--- src/rtl/bcd_operand_loader.sv ---
// Collects four BCD digits (hundreds, tens, units, divisor) and holds them for the checker until ack.
// Optional BCD_REJECT_EN: non-BCD digits are consumed without storing and flagged on badDigit.
module bcd_operand_loader (
  input  logic       clk,
  input  logic       resetN,
  input  logic [3:0] digitIn,
  input  logic       digitValid,
  output logic       digitReady,
  input  logic       clear,
  input  logic       ack,
  output logic [3:0] a,
  output logic [3:0] b,
  output logic [3:0] c,
  output logic [3:0] d,
  output logic       operandsValid,
  output logic [2:0] digitCount,
  output logic       badDigit
);

  typedef enum logic [1:0] {StEmpty, StCollect, StFull} state_e;

  state_e     state_q, state_d;
  logic [2:0] count_q, count_d;
  logic [3:0] a_q, a_d, b_q, b_d, c_q, c_d, d_q, d_d;
  logic       bad_q, bad_d;
  logic       accept;
  logic       is_bad;

  assign accept = digitValid && (state_q != StFull);

`ifdef BCD_REJECT_EN
  assign is_bad = (digitIn > 4'd9);
`else
  assign is_bad = 1'b0;
`endif

  always_comb begin
    state_d = state_q;
    count_d = count_q;
    a_d     = a_q;
    b_d     = b_q;
    c_d     = c_q;
    d_d     = d_q;
    bad_d   = 1'b0;
    if (clear) begin
      state_d = StEmpty;
      count_d = 3'd0;
      a_d     = 4'd0;
      b_d     = 4'd0;
      c_d     = 4'd0;
      d_d     = 4'd0;
    end else if (ack && (state_q == StFull)) begin
      // Operands are left in place; only the handshake state re-arms.
      state_d = StEmpty;
      count_d = 3'd0;
    end else if (accept) begin
      if (is_bad) begin
        bad_d = 1'b1;
      end else begin
        unique case (count_q[1:0])
          2'd0: a_d = digitIn;
          2'd1: b_d = digitIn;
          2'd2: c_d = digitIn;
          2'd3: d_d = digitIn;
        endcase
        count_d = count_q + 3'd1;
        state_d = (count_q == 3'd3) ? StFull : StCollect;
      end
    end
  end

  always_ff @(posedge clk) begin
    if (!resetN) begin
      state_q <= StEmpty;
      count_q <= 3'd0;
      a_q     <= 4'd0;
      b_q     <= 4'd0;
      c_q     <= 4'd0;
      d_q     <= 4'd0;
      bad_q   <= 1'b0;
    end else begin
      state_q <= state_d;
      count_q <= count_d;
      a_q     <= a_d;
      b_q     <= b_d;
      c_q     <= c_d;
      d_q     <= d_d;
      bad_q   <= bad_d;
    end
  end

  assign digitReady    = (state_q != StFull);
  assign operandsValid = (state_q == StFull);
  assign digitCount    = count_q;
  assign a             = a_q;
  assign b             = b_q;
  assign c             = c_q;
  assign d             = d_q;
`ifdef BCD_REJECT_EN
  assign badDigit      = bad_q;
`else
  assign badDigit      = 1'b0;
`endif

endmodule

--- config.mk ---
export PLATFORM = sky130hd
export DESIGN_NAME = bcd_operand_loader
export DESIGN_NICKNAME = d
export VERILOG_FILES = /design/src/rtl/bcd_operand_loader.sv
export SDC_FILE = /design/constraint.sdc
export NUM_CORES = 1
export LEC_CHECK = 0
export ABC_CLOCK_PERIOD_IN_PS = 1700
export CAP_MARGIN = 20
export CORE_MARGIN = 2
export CORE_UTILIZATION = 43
export DETAILED_ROUTE_END_ITERATION = 8
export PLACE_DENSITY = 0.8
export SYNTH_ARGS = -nofsm -noshare
export SYNTH_HDL_FRONTEND = slang
export SYNTH_SLANG_ARGS = --single-unit
--- constraint.sdc ---
create_clock -name clk -period 1.7 [get_ports clk]
set_input_delay 0.51 -clock clk [delete_from_list [all_inputs] [get_ports clk]]
set_output_delay 0.51 -clock clk [all_outputs]
set_load 0.02 [all_outputs]
==> flow_summary.ini, run 1 <==
[logic_synthesis]
synthDistinctLibCells = 22
syn_area_per_cell_um2 = 9.54
postSynthRegisterBits = 21
yosys_warnings = 0
synth.cell_area_um2 = 906
post_synth_inst_count = 95
ys_seq_area_share_pct = 46.4
synthesis.nets = 109

[timing]
finClkSkew_ps = 9.62
grt_setup_unrepaired = no
setup_slack_ps = 31.2
setup-tns-final_ps = 0
final_max_slew_viol_count = 0
clock.fmax_mhz = 599
setup_viol = 0
finalHoldViolations = 0
final.min_clock_period_ps = 1670
final_cycle_share_pct = 98.2
whs_ps = 468

[finish]
final_core_util_pct = 62.3
most-common-layout-cells = nand2_1, dfxtp_1, dlygate4sd2_1, mux2i_1, clkdlybuf4s50_1
final_common_cell = nand2_1
post_layout_nonfiller_instances = 155
insertedDiodeCount = 0
filler_cell_count = 172
final_area_um2 = 1230
area.growth.synth_to_final_pct = 36.3
final_layout_size_suffix_gt1_share_pct = 10.9
final_net_count = 143

[hold_path]
hold_path.class = reg -> reg

[placement]
portBuffers = 29
dpl.cell_count = 151
pre_cts_ws_ps = -87.3
dp.final_hpwl_mm = 1.55
place_congestion = 0.799
placed_area_um2 = 1230

[floorplanning]
initial_utilization_pct = 45.7
full_die_area_um2 = 2490
rows = 16
io_pins = 31
dieHeight_um = 49.9
core_um2 = 1980
die_x_um = 49.9

[global_route]
grt_antenna_before_repair = 0
grt_pass1_wl_mm = 3.35
grt.total_usage_pct = 17.5
grt_max_degree = 21
first_global_vias = 788
grt_overflow_total = 0

[cts]
cts_inserted_buffers = 3
tritoncts = built
numClockSinks = 21
reg_clk_slew_reported_paths_ps = 120
cts_max_path_buffers = 2
postCtsHoldBufs = 0
insertion_delay_ps = 310
depth_of_the_cts_h_tree = 1
clockRootBuffer = clkbuf_4
postCtsSetupBuffers = 0

[critical_path]
critPathMaxFanout = 4
startpoint_type = flip-flop
type_of_destination_of_the_critical_path = output port
timing.setup.critical_path_class = reg -> out
critPathArrivalTime_ps = 1160
required_ps = 1190

[drt]
routedWlPerCell_um = 12.6
detail_route.drc_violations = 0
drt-pass1-iter-count = 4
postRouteWirelength_mm = 1.95
via_count = 745
detail-route-antenna-nets = 0
vias_per_std_cell = 4.81
initialDrtViolationCount = 23

[flow_run]
max_cap_viol_count = 0

[power]
totalPowerFinal_mw = 0.853
leakage_nw = 0.630
cellPowerDensity_nw_per_um2 = 691
peakVddDrop_mv = 0.554

[run_status]
outcome = completed
## cell families (layout without fill, tap and decap cells)
family / after synthesis / after routing / synth area share (%)
adders and majority gates: 5 / 5 / 6.91
and+or+nand+nor: 32 / 32 / 16.4
other: 1 / 1 / 0.414
buffers and inverters: 12 / 45 / 7.32
AOI/OAI and AO/OA: 8 / 8 / 4.83
DFF: 21 / 21 / 46.4
muxes: 16 / 16 / 17.7
## layer usage
metal  part of all wire, %  up-vias  wire length, µm  global-route usage (%)
met3                   3.2        4               63                    2.12
met5                     0        -                0                       0
li1                      -      374                -                       -
met1                    42      346              819                    20.8
met4                   1.7        0               34                    8.33
met2                    53       21             1030                    30.9
## where the power goes
group | internal (mW) | switching, mW | total [mW] | leakage (nW)
sequential | 0.501 | 0.00616 | 0.507 | 0.170
clock | 0.0880 | 0.156 | 0.244 | 0.0177
combinational | 0.0489 | 0.0531 | 0.102 | 0.442
## flip-flops by register name, indices dropped and copies added (netlist names)
name,count
a,4
state_q,2
c,4
digitCount,3
d,4
b,4
## repair_timing
item	4_1_cts	5_1_grt
resized for setup	22	1
pin swaps	0	0
setup endpoints to repair	21	1
## final cells by class
| cell class | instances | area (µm²) | share of cell area (%) |
|---|---|---|---|
| sequential | 21 | 422 | 34.1 |
| multi-input combinational | 62 | 419 | 33.9 |
| timing repair buffer | 35 | 310 | 25.1 |
| tap | 27 | 33.8 | 2.74 |
| clock buffer | 3 | 22.5 | 1.82 |
| inverter | 6 | 22.5 | 1.82 |
| clock inverter | 1 | 5.00 | 0.405 |
## worst paths after layout
path / start / end / slack [ps] / cells past startpoint
worst min-delay path: c[2] / c[2] / 470 / 2
worst min register to register: c[2] / c[2] / 470 / 2
worst max register to register: digitCount[1] / state_q[1] / 320 / 4
worst max-delay path: state_q[0] / operandsValid / 30 / 3
## Yosys cell counts
library cell	number	area share, %
nand2_1	21	8.7
a21oi_1	4	2.2
clkbuf_1	1	0.41
ha_1	5	6.9
nand3_1	5	2.8
and3_2	1	0.83
nor3b_1	1	0.83
nand2b_4	1	1.5
mux2i_1	16	18
inv_1	5	2.1
dfxtp_1	21	46
buf_8	1	1.7
nor2b_1	1	0.69
o21ai_0	3	1.7
or3_1	1	0.69
buf_4	2	1.7
clkbuf_2	1	0.55
nor2_1	1	0.41
a311oi_1	1	0.97
inv_2	1	0.41
buf_2	1	0.55
conb_1	1	0.41
## critical path, cell delays in order (launching register included)
cell and delay (ps):
dfxtp_1 340, nand2b_4 150, inv_2 70, clkdlybuf4s15_1 290
(Power assumes the default switching activity.)
==> inputs of run 2 (changes only) <==
Settings changed: GPL_TIMING_DRIVEN from default to 1.
==> results of run 2 <==
No change in the layout: final DEF, timing and power equal those of run 1.
==> inputs of run 3 (changes only) <==
Settings changed: CAP_MARGIN 20 to 10, HOLD_SLACK_MARGIN from default to 0.08.
==> results of run 3 <==
No change in the layout: final DEF, timing and power equal those of run 1.
